===== config.mk =====
export PLATFORM = sky130hd
export DESIGN_NAME = uart_rx_oversampler_flat
export DESIGN_NICKNAME = d
export VERILOG_FILES = /design/src/rtl/uart_rx_oversampler_if.sv /design/src/rtl/uart_rx_oversampler.sv /design/src/flat_wrapper.sv
export SDC_FILE = /design/constraint.sdc
export NUM_CORES = 1
export LEC_CHECK = 0
export CAP_MARGIN = 0
export CORE_MARGIN = 2
export CORE_UTILIZATION = 45
export CTS_CLUSTER_DIAMETER = 30
export DETAILED_ROUTE_END_ITERATION = 6
export GPL_TIMING_DRIVEN = 0
export PLACE_DENSITY = 0.8
export SLEW_MARGIN = 30
export SYNTH_ARGS = -nofsm -noshare
export SYNTH_HDL_FRONTEND = slang
export SYNTH_SLANG_ARGS = --single-unit

===== constraint.sdc =====
create_clock -name clk -period 3.1 [get_ports clk]
set_clock_uncertainty 0.05 [all_clocks]
set_input_delay 0.31 -clock clk [delete_from_list [all_inputs] [get_ports clk]]
set_output_delay 0.31 -clock clk [all_outputs]
set_load 0.01 [all_outputs]

===== src/rtl/uart_rx_oversampler_if.sv =====
// Bundle between the RX edge counter / FSM side and the oversampling bit sampler.
// The master drives the line, the enable and the position in the bit; the slave returns the voted bit.
interface uart_rx_oversampler_if #(
    parameter int PRESCALE_W = 6
);
    logic                  rx_in;
    logic                  sample_enable;
    logic [PRESCALE_W-1:0] prescale;
    logic [PRESCALE_W-1:0] edge_cnt;
    logic                  sampled_bit;
    logic                  sampled_valid;
    logic                  noise_flag;
    logic                  cfg_err;

    modport master (
        output rx_in, sample_enable, prescale, edge_cnt,
        input  sampled_bit, sampled_valid, noise_flag, cfg_err
    );

    modport slave (
        input  rx_in, sample_enable, prescale, edge_cnt,
        output sampled_bit, sampled_valid, noise_flag, cfg_err
    );
endinterface


===== src/rtl/uart_rx_oversampler.sv =====
// UART RX oversampler: synchronises the line, takes NUM_SAMPLES readings centred in each
// bit period and majority-votes them into one bit with a valid strobe and a noise flag.
module uart_rx_oversampler #(
    parameter int PRESCALE_W  = 6,
    parameter int NUM_SAMPLES = 3,
    parameter int SYNC_STAGES = 2
) (
    input  logic                   clk,
    input  logic                   rst,
    uart_rx_oversampler_if.slave   bus
);
    localparam int CNT_W = $clog2(NUM_SAMPLES + 1);
    localparam int HALF  = (NUM_SAMPLES - 1) / 2;
    localparam int PW    = PRESCALE_W + 1;

    logic [SYNC_STAGES-1:0] sync_q;
    logic                   rx_sync;

    logic [NUM_SAMPLES-1:0] shift_q, shift_d, shift_in;
    logic [CNT_W-1:0]       cnt_q, cnt_d;
    logic [CNT_W-1:0]       ones;
    logic                   bit_q, bit_d;
    logic                   noise_q, noise_d;
    logic                   valid_q, valid_d;

    logic [PW-1:0]          ps_ext, edge_ext, center, win_lo, win_hi;
    logic                   cfg_err;
    logic                   in_window;
    logic                   take;
    logic                   last_point;

    always_ff @(posedge clk or posedge rst) begin
        if (rst) begin
            sync_q <= '1;
        end else begin
            sync_q <= {sync_q[SYNC_STAGES-2:0], bus.rx_in};
        end
    end

    assign rx_sync = sync_q[SYNC_STAGES-1];

    // Widened by one bit so the window bounds never wrap for legal prescale values.
    assign ps_ext     = {1'b0, bus.prescale};
    assign edge_ext   = {1'b0, bus.edge_cnt};
    assign center     = ps_ext >> 1;
    assign win_lo     = center - PW'(HALF);
    assign win_hi     = center + PW'(HALF);
    assign cfg_err    = ps_ext[0] | (ps_ext < PW'(2 * NUM_SAMPLES));
    assign in_window  = (edge_ext >= win_lo) && (edge_ext <= win_hi) && (edge_ext < ps_ext);
    assign take       = bus.sample_enable & ~cfg_err & in_window;
    assign last_point = take & (edge_ext == win_hi);

    assign shift_in = NUM_SAMPLES'({shift_q, rx_sync});

    always_comb begin
        ones = '0;
        for (int i = 0; i < NUM_SAMPLES; i++) begin
            ones = ones + CNT_W'(shift_in[i]);
        end
    end

    always_comb begin
        shift_d = shift_q;
        cnt_d   = cnt_q;
        bit_d   = bit_q;
        noise_d = noise_q;
        valid_d = 1'b0;

        if (!bus.sample_enable || cfg_err || !in_window) begin
            // A partial set can only live inside the window; anything else discards it.
            shift_d = '0;
            cnt_d   = '0;
        end else if (take) begin
            if (last_point) begin
                if (cnt_q == CNT_W'(NUM_SAMPLES - 1)) begin
                    bit_d   = (ones > CNT_W'(HALF));
                    noise_d = (ones != '0) && (ones != CNT_W'(NUM_SAMPLES));
                    valid_d = 1'b1;
                end
                shift_d = '0;
                cnt_d   = '0;
            end else begin
                shift_d = shift_in;
                cnt_d   = cnt_q + CNT_W'(1);
            end
        end
    end

    always_ff @(posedge clk or posedge rst) begin
        if (rst) begin
            shift_q <= '0;
            cnt_q   <= '0;
            bit_q   <= 1'b1;
            noise_q <= 1'b0;
            valid_q <= 1'b0;
        end else begin
            shift_q <= shift_d;
            cnt_q   <= cnt_d;
            bit_q   <= bit_d;
            noise_q <= noise_d;
            valid_q <= valid_d;
        end
    end

    assign bus.sampled_bit   = bit_q;
    assign bus.sampled_valid = valid_q;
    assign bus.noise_flag    = noise_q;
    assign bus.cfg_err       = cfg_err;
endmodule


===== src/flat_wrapper.sv =====
// flat-port wrapper written by rule: the top's interface ports become plain ports
module uart_rx_oversampler_flat 
#(
    parameter int PRESCALE_W  = 6,
    parameter int NUM_SAMPLES = 3,
    parameter int SYNC_STAGES = 2
)
  (clk, rst, bus_rx_in, bus_sample_enable, bus_prescale, bus_edge_cnt, bus_sampled_bit, bus_sampled_valid, bus_noise_flag, bus_cfg_err);
  uart_rx_oversampler_if #(.PRESCALE_W(PRESCALE_W)) bus_i ();
  input  logic clk;
  input  logic rst;
  input wire logic [$bits(bus_i.rx_in)-1:0] bus_rx_in;
  input wire logic [$bits(bus_i.sample_enable)-1:0] bus_sample_enable;
  input wire logic [$bits(bus_i.prescale)-1:0] bus_prescale;
  input wire logic [$bits(bus_i.edge_cnt)-1:0] bus_edge_cnt;
  output wire logic [$bits(bus_i.sampled_bit)-1:0] bus_sampled_bit;
  output wire logic [$bits(bus_i.sampled_valid)-1:0] bus_sampled_valid;
  output wire logic [$bits(bus_i.noise_flag)-1:0] bus_noise_flag;
  output wire logic [$bits(bus_i.cfg_err)-1:0] bus_cfg_err;
  assign bus_i.rx_in = bus_rx_in;
  assign bus_i.sample_enable = bus_sample_enable;
  assign bus_i.prescale = bus_prescale;
  assign bus_i.edge_cnt = bus_edge_cnt;
  assign bus_sampled_bit = bus_i.sampled_bit;
  assign bus_sampled_valid = bus_i.sampled_valid;
  assign bus_noise_flag = bus_i.noise_flag;
  assign bus_cfg_err = bus_i.cfg_err;
  uart_rx_oversampler #(.PRESCALE_W(PRESCALE_W), .NUM_SAMPLES(NUM_SAMPLES), .SYNC_STAGES(SYNC_STAGES)) u_core (.clk(clk), .rst(rst), .bus(bus_i));
endmodule

# Word level (Yosys, flattened, before mapping)
# Index checks and enable logic that the tools add are counted.
[classes]
magnitude_cmp = 5
muxes = 10
bitwise = 6
n_reduce_logical = 10
eq_ne = 3
add_sub_neg = 5
[op_table]
columns = ["cell", "count"]
rows = [
  ["2-to-1 mux 2 bit", 6],
  ["== test 6 x 7 -> 1 bit", 1],
  [">= comparator 6 x 7 -> 1 bit", 1],
  ["<= comparator 6 x 7 -> 1 bit", 1],
  ["adder 5 x 1 -> 6 bit, second input constant", 1],
  ["< comparator 6 x 3 -> 1 bit, second input constant", 1],
  ["< comparator 6 bit", 1],
  ["subtractor 5 x 1 -> 6 bit, second input constant", 1],
  ["2-to-1 mux 1 bit", 4],
  ["AND reduction 4 bit", 1],
  ["nonzero test 2 bit", 2],
  ["bitwise AND 1 bit", 3],
  ["logical AND 1 bit", 3],
  ["adder 1 x 1 -> 2 bit", 1],
  ["adder 2 x 1 -> 2 bit", 1],
  ["adder 2 x 1 -> 2 bit, second input constant", 1],
  ["== test 2 bit, second input constant", 1],
  ["greater-than comparator 2 x 1 -> 1 bit, second input constant", 1],
  ["zero test 1 bit", 2],
  ["logical OR 1 bit", 2],
  ["!= test 2 bit, second input constant", 1],
  ["NOT 1 bit", 2],
  ["bitwise OR 1 bit", 1],
]
[word_totals]
register_bits = 9
out_inout_bits = 4

# Longest topological paths before layout
# Gate-level depths: netlist of run 1.
[logic_depth]
ltp_word = 9
mapped_depth = 10
ltp_nobuf = 10

# Worst setup path before layout of run 1
# OpenSTA, ideal clock, no wires.
[synth_path]
path_type = "input to register"
startpoint = "input bus_prescale[3]"
endpoint = "register u_core.noise_q (netlist: u_core.bus.noise_flag)"
cell_stages = 9
path_buffers = 1
arrival_time_ns = 2.088
slack_ns = 0.834
cell_sequence = "buf_4 -> nor3_2 -> nand2_1 -> ha_1 -> nand4bb_1 -> a211o_1 -> o311a_1 -> nor3_4 -> mux2_1"
[synth_between]
elab_chain_cells = 8
elab_cells_between_ends = 19
classes_between = "add/sub (2); order compare (4); eq/ne (1); bitwise (6); reduce/logical (6)"
[synth_rtl]
columns = ["item", "line_no", "text"]
rows = [
  ["start: declaration", "flat_wrapper.sv:14", "input wire logic [$bits(bus_i.prescale)-1:0] bus_prescale;"],
  ["parallel branches: the longest is 7 deep, another holds >= comparator 6 x 7 -> 1 bit", "n/a", ""],
  ["AND reduction 4 bit (no line) (*)", "n/a", ""],
  ["end signal: assignment", "uart_rx_oversampler.sv:100", "noise_q <= noise_d;"],
  ["end: declaration", "uart_rx_oversampler.sv:23", "logic noise_q, noise_d;"],
]
# Every way passes the cells marked *.
# A chain may end at the register's enable or synchronous reset.

# Worst setup path after layout of run 1
[layout_path]
startpoint = "input bus_prescale[1]"
endpoint = "register u_core.noise_q (netlist: u_core.bus.noise_flag)"
# Same word-level chain as after synthesis.

==> impl_metrics.env, run 1 <==
export IMPL_clock_tree_from_tritoncts="done"
export IMPL_timing_critical_path_arrival_ps=2860
export IMPL_clock_sink_count=9
export IMPL_fin_worst_setup_slack_ps=333
export IMPL_cts_resized=0
export IMPL_clock_transition_time_at_the_flip_flop_clock_pins_of_the_worst_setup_and_hold_paths_ps=60
export IMPL_initial_utilization_pct=46.9
export IMPL_final_setup_tns_ps=0
export IMPL_floorplan_die_area_sq_um=2380
export IMPL_crit_path_end_kind="flip-flop"
export IMPL_fp_dieW_um=48.7
export IMPL_multi_input_gate_area_in_the_final_layout_sq_um=604
export IMPL_synth_warnings=0
export IMPL_synthXorXnorAreaFrac_pct=6.81
export IMPL_clock_root_buffer="sky130_fd_sc_hd__clkbuf_4"
export IMPL_ys_types=27
export IMPL_h_tree_level_count=1
export IMPL_routabilityCongestion=0.777
export IMPL_yosys_cell_count_top_type="sky130_fd_sc_hd__ha_1"
export IMPL_global_route_overflow_total=0
export IMPL_grt_max_degree=10
export IMPL_worstPathCellList="clkdlybuf4s50_1, inv_1, ha_1, inv_1, ha_1, nand4bb_1, a211o_1, o311a_1, nor3_4, mux2_1"
export IMPL_critical_path_startpoint_type="input port"
export IMPL_slew_violations=0
export IMPL_timing_final_hold_violations=0
export IMPL_dpl_instance_area_sq_um=1110
export IMPL_drt_drc=0
export IMPL_synth_area_leader_cell="sky130_fd_sc_hd__ha_1"
export IMPL_grt_pass1_wl_um=3080
export IMPL_fin_crit_ps=2770
export IMPL_wire_length_per_cell_after_detailed_routing_um=11.8
export IMPL_final_setup_violation_count=0
export IMPL_post_route_cells_drive_above_1_share_pct=8.55
export IMPL_synth_compound_area_share_pct=11.4
export IMPL_post_route_period_util_pct=89.3
export IMPL_num_fill_cells=180
export IMPL_pin_slew_with_the_least_headroom_to_its_limit_ps=423
export IMPL_slew_limit_headroom_pct=71.5
export IMPL_antennaDiodeCount=0
export IMPL_synth_top_cells_by_area="sky130_fd_sc_hd__ha_1, sky130_fd_sc_hd__dfrtp_1, sky130_fd_sc_hd__dfstp_2, sky130_fd_sc_hd__inv_1, sky130_fd_sc_hd__xnor2_1"
export IMPL_numCtsBuffers=3
export IMPL_synth_adder_area_share_pct=30.0
export IMPL_core_rowCount=16
export IMPL_yosys_area_share_simple_pct=16.4
export IMPL_ys_seq_area_share_pct=25.4
export IMPL_syn_mean_instance_area_sq_um=9.48
export IMPL_detail_route_iter0_violations=17
export IMPL_power_mw=0.320
export IMPL_route_detailed_vias_per_inst=5.10
export IMPL_rsz0062_at_grt="no"
export IMPL_worst_endpoint_required_ps=3200
export IMPL_place_port_buffers=18
export IMPL_power_per_cell_area_nw_per_um2=280
export IMPL_holdCritPathClass="input port to asynchronous set/reset pin"
export IMPL_synth_mux_area_share_pct=2.50
export IMPL_synthArstFlopShare_pct=100
export IMPL_dr_total_vias=734
export IMPL_power_static_leakage_nw=0.547
export IMPL_synth_seq_cells=9
export IMPL_final_instance_count_excl_fill=144
export IMPL_worst_path_dominant_cell_family="buffers and inverters"
export IMPL_post_dp_hpwl_um=1500
export IMPL_post_synth_most_frequent_cells="sky130_fd_sc_hd__ha_1, sky130_fd_sc_hd__inv_1, sky130_fd_sc_hd__nor3_1, sky130_fd_sc_hd__dfrtp_1, sky130_fd_sc_hd__xnor2_1"
export IMPL_route_final_wire_length_um=1700
export IMPL_worst_path_buf_inv=3
export IMPL_crit_fanout=6
export IMPL_synth_top_cell_area_share_pct=27.8
export IMPL_antenna_violations_before_repair=0
export IMPL_synth_fp_nets=132
export IMPL_synthesized_cell_area_sq_um=901
export IMPL_path_class="input port to flip-flop"
export IMPL_first_pass_iteration_count_of_the_detailed_router=4
export IMPL_outcome="completed"
export IMPL_overall_routing_resource_usage_pct=16.5
export IMPL_final_area_sq_um=1140
export IMPL_combinational_family_with_the_most_area_after_synthesis="adder cells"
export IMPL_register_area_sq_um=229
export IMPL_slowest_delay_ps=570
export IMPL_clock_latency_ps=260
export IMPL_core_area_sq_um=1920
export IMPL_max_clock_freq_mhz=361
export IMPL_power_ir_vdd_worst_mv=0.151
export IMPL_slowest_stage="sky130_fd_sc_hd__clkdlybuf4s50_1"
export IMPL_ioPinCount=20
export IMPL_mapped_cells=95
export IMPL_edff_count_synth=0
export IMPL_detail_route_antenna_nets=0
export IMPL_postSynth_topFlopCell="sky130_fd_sc_hd__dfrtp_1"
export IMPL_dpl_worst_slack_ps=54.3
export IMPL_cap_violations=0
export IMPL_via_count_of_the_first_global_routing_pass=735
export IMPL_finalNetCount=155
export IMPL_chipHeight_um=48.7
export IMPL_syn2layout_area_growth_pct=26.7
export IMPL_place_inst=140
export IMPL_post_cts_buffers=0
export IMPL_clk_path_buf_depth=2
export IMPL_hold_fix_buffers_at_cts=0
report_power, final:
part	switching, mW	internal (mW)	leakage [nW]
sequential	0.00108	0.121	0.115
combinational	0.0535	0.0533	0.417
clock	0.0416	0.0496	0.0150
cells by family after synthesis:
family / count (synthesis)
compound gates: 15
xor+xnor: 7
fa+ha+maj: 21
buf+inv: 17
flops: 9
mux: 2
simple gates: 24
final cells by class:
class                   count  share of cell area (%)
repair buffers             18                    15.8
plain buffers               1                   0.658
clock buffers               4                    2.30
well taps                  27                    2.96
inverters                  16                    5.26
multi-input cells          69                    53.0
flip-flops and latches      9                    20.1
worst register-to-register path: stages, from the launching register on:
cell                      delay [ps]
sky130_fd_sc_hd__dfstp_2         540
sky130_fd_sc_hd__fa_1            420
sky130_fd_sc_hd__xor2_1          170
sky130_fd_sc_hd__mux2_1          290
final timing paths:
check | depth (start not counted) | end | start | slack, ps
setup / recovery | 10 | u_core.bus.noise_flag | bus_prescale[1] | 330
max in group asynchronous | 2 | u_core.sync_q[1] | rst | 2460
min in group clk | 0 | u_core.sync_q[1] | u_core.sync_q[0] | 310
hold reg to reg | 0 | u_core.sync_q[1] | u_core.sync_q[0] | 310
hold / removal | 2 | u_core.cnt_q[0] | rst | 250
setup reg to reg | 3 | u_core.bus.noise_flag | u_core.sync_q[1] | 1530
registers in the layout, summed over array words and instances (netlist names):
| name | count |
|---|---|
| u_core.bus.sampled_valid | 1 |
| u_core.bus.noise_flag | 1 |
| u_core.shift_q | 2 |
| u_core.bus.sampled_bit | 1 |
| u_core.cnt_q | 2 |
| u_core.sync_q | 2 |
layer usage:
metal  up-vias  global-route usage [%]  routed length, um
li1        379                       -                  -
met1       340                    20.3                791
met2        13                    29.7                857
met3         2                    2.78                 40
met4         0                    4.29                 10
met5         -                       0                  0
cells in the final DEF, fill, tap and decap left out, types with 2 or more instances in the layout:
cell type                         count
sky130_fd_sc_hd__o21ai_0              3
sky130_fd_sc_hd__nand2_1              4
sky130_fd_sc_hd__clkbuf_4             3
sky130_fd_sc_hd__nand3_1              5
sky130_fd_sc_hd__a21o_1               4
sky130_fd_sc_hd__nor2_1               2
sky130_fd_sc_hd__clkdlybuf4s50_1     18
sky130_fd_sc_hd__xnor2_1              6
sky130_fd_sc_hd__a21oi_1              3
sky130_fd_sc_hd__dfstp_2              3
sky130_fd_sc_hd__inv_1               16
sky130_fd_sc_hd__dfrtp_1              6
sky130_fd_sc_hd__mux2_1               2
sky130_fd_sc_hd__nor3_1               7
sky130_fd_sc_hd__ha_1                20
metrics by stage:
stage	hold WS, ps	util [%]
final	249	59.4
after detailed placement	304	58.0
after global routing	308	59.4
after CTS	257	59.4
after floorplan	85.8	-
after global placement	297	58.0
No activity file was read; power rests on OpenSTA's default activity.
==> run 2, diff against run 1 <==
- ABC_CLOCK_PERIOD_IN_PS: not set -> 3100
- CORE_MARGIN: 2 -> not set
- SETUP_SLACK_MARGIN: not set -> 0.05
==> impl_metrics.env, run 2 (synthesis results as in run 1) <==
export IMPL_outcome="completed"
export IMPL_finalHoldWorstSlack_ps=248
export IMPL_finalNetCount=155
export IMPL_initial_utilization_pct=50.0
export IMPL_post_route_cells_drive_above_1_share_pct=8.55
export IMPL_detail_route_iter0_violations=6
export IMPL_power_static_leakage_nw=0.547
export IMPL_core_area_sq_um=1800
export IMPL_max_clock_freq_mhz=363
export IMPL_cap_violations=0
export IMPL_clock_root_buffer="sky130_fd_sc_hd__clkbuf_4"
export IMPL_final_setup_tns_ps=0
export IMPL_hold_fix_buffers_at_cts=0
export IMPL_slowest_stage="sky130_fd_sc_hd__clkdlybuf4s50_1"
export IMPL_place_inst=138
export IMPL_slew_limit_headroom_pct=69.3
export IMPL_path_class="input port to flip-flop"
export IMPL_holdCritPathClass="input port to asynchronous set/reset pin"
export IMPL_clock_tree_from_tritoncts="done"
export IMPL_crit_path_end_kind="flip-flop"
export IMPL_clock_transition_time_at_the_flip_flop_clock_pins_of_the_worst_setup_and_hold_paths_ps=60
export IMPL_syn2layout_area_growth_pct=26.4
export IMPL_worstPathCellList="clkdlybuf4s50_1, inv_1, ha_1, inv_1, ha_1, nand4bb_1, a211o_1, o311a_1, nor3_4, mux2_1"
export IMPL_clk_path_buf_depth=2
export IMPL_layout_common_cells="sky130_fd_sc_hd__ha_1, sky130_fd_sc_hd__clkdlybuf4s50_1, sky130_fd_sc_hd__inv_1, sky130_fd_sc_hd__nor3_1"
export IMPL_fin_crit_ps=2760
export IMPL_routabilityCongestion=0.717
export IMPL_grt_pass1_wl_um=2770
export IMPL_overall_routing_resource_usage_pct=18.0
export IMPL_timing_critical_path_arrival_ps=2850
export IMPL_post_cts_buffers=0
export IMPL_antenna_violations_before_repair=0
export IMPL_rsz0062_at_grt="no"
export IMPL_detail_route_antenna_nets=0
export IMPL_power_ir_vdd_worst_mv=0.207
export IMPL_grt_max_degree=10
export IMPL_route_final_wire_length_um=1580
export IMPL_chipHeight_um=46.7
export IMPL_pin_slew_with_the_least_headroom_to_its_limit_ps=456
export IMPL_post_route_period_util_pct=88.9
export IMPL_route_detailed_vias_per_inst=4.99
export IMPL_cts_resized=0
export IMPL_ioPinCount=20
export IMPL_power_mw=0.314
export IMPL_timing_reg2reg_setup_slack_ps=1530
export IMPL_final_instance_count_excl_fill=142
export IMPL_post_dp_hpwl_um=1420
export IMPL_worst_endpoint_required_ps=3190
export IMPL_slowest_delay_ps=570
export IMPL_final_common_cell="sky130_fd_sc_hd__ha_1"
export IMPL_timing_final_hold_violations=0
export IMPL_clock_latency_ps=260
export IMPL_power_per_cell_area_nw_per_um2=276
export IMPL_critical_path_startpoint_type="input port"
export IMPL_slew_violations=0
export IMPL_biggestRegsByFlops="u_core.cnt_q x2, u_core.shift_q x2, u_core.sync_q x2"
export IMPL_core_rowCount=15
export IMPL_final_setup_violation_count=0
export IMPL_antennaDiodeCount=0
export IMPL_numCtsBuffers=3
export IMPL_num_fill_cells=153
export IMPL_drt_drc=0
export IMPL_global_route_overflow_total=0
export IMPL_wire_length_per_cell_after_detailed_routing_um=11.1
export IMPL_place_port_buffers=18
export IMPL_first_pass_iteration_count_of_the_detailed_router=4
export IMPL_fp_dieW_um=46.7
export IMPL_crit_fanout=6
export IMPL_clock_sink_count=9
export IMPL_floorplan_die_area_sq_um=2180
export IMPL_dr_total_vias=709
export IMPL_h_tree_level_count=1
export IMPL_via_count_of_the_first_global_routing_pass=668
-- run 2: cell counts in the layout (fill, tap and decap cells not counted) --
No cell type changed its count.
-- run 2: area by class of cell --
cell class                 count  area (sq um)  area share (%)
inverter                      16          60.1            5.27
multi-input combinational     69           604            53.1
buffer                         1          7.51           0.659
tap                           25          31.3            2.75
sequential                     9           229            20.1
timing repair buffer          18           180            15.8
clock buffer                   4          26.3            2.31
-- run 2: per-stage QoR --
stage	utilization, %	instance area [sq um]	setup WS (ps)
floorplan	-	901	834
global placement	61.7	1110	117
detailed placement	61.7	1110	69.4
CTS	63.2	1140	339
global route	63.2	1140	167
finish	63.2	1140	344
-- run 2: where the power goes --
group	switching (mW)	internal, mW
Combinational	0.0528	0.0530
Clock	0.0368	0.0493
Sequential	0.00104	0.121
-- run 2: worst paths after layout --
check                                       from                     to  depth (start not counted)
worst min register to register  u_core.sync_q[0]       u_core.sync_q[1]                          0
max in group asynchronous                    rst       u_core.sync_q[1]                          2
worst max-delay path             bus_prescale[1]  u_core.bus.noise_flag                         10
min in group clk                u_core.sync_q[0]       u_core.sync_q[1]                          0
worst min-delay path                         rst  u_core.bus.noise_flag                          2
worst max register to register  u_core.sync_q[1]  u_core.bus.noise_flag                          3
-- run 2: critical path: cells and delay by family --
family / cells / cell delay, ps
compound gates: 2 / 420
fa+ha+maj: 2 / 620
buf+inv: 3 / 730
mux: 1 / 340
simple gates: 2 / 430
-- run 2: metal layers --
metal  GRT usage, %  vias to the layer above  part of all wire, %
li1               -                      375                    -
met5              0                        -                    0
met1           26.1                      321                   49
met3           3.85                        0                  3.8
met4           5.14                        0                    0
met2           26.9                       13                   47
==> run 3, diff against run 2 <==
- SKIP_CTS_REPAIR_TIMING: not set -> 1
==> results of run 3 <==
Final layout, timing and power as in run 2 (identical DEF).
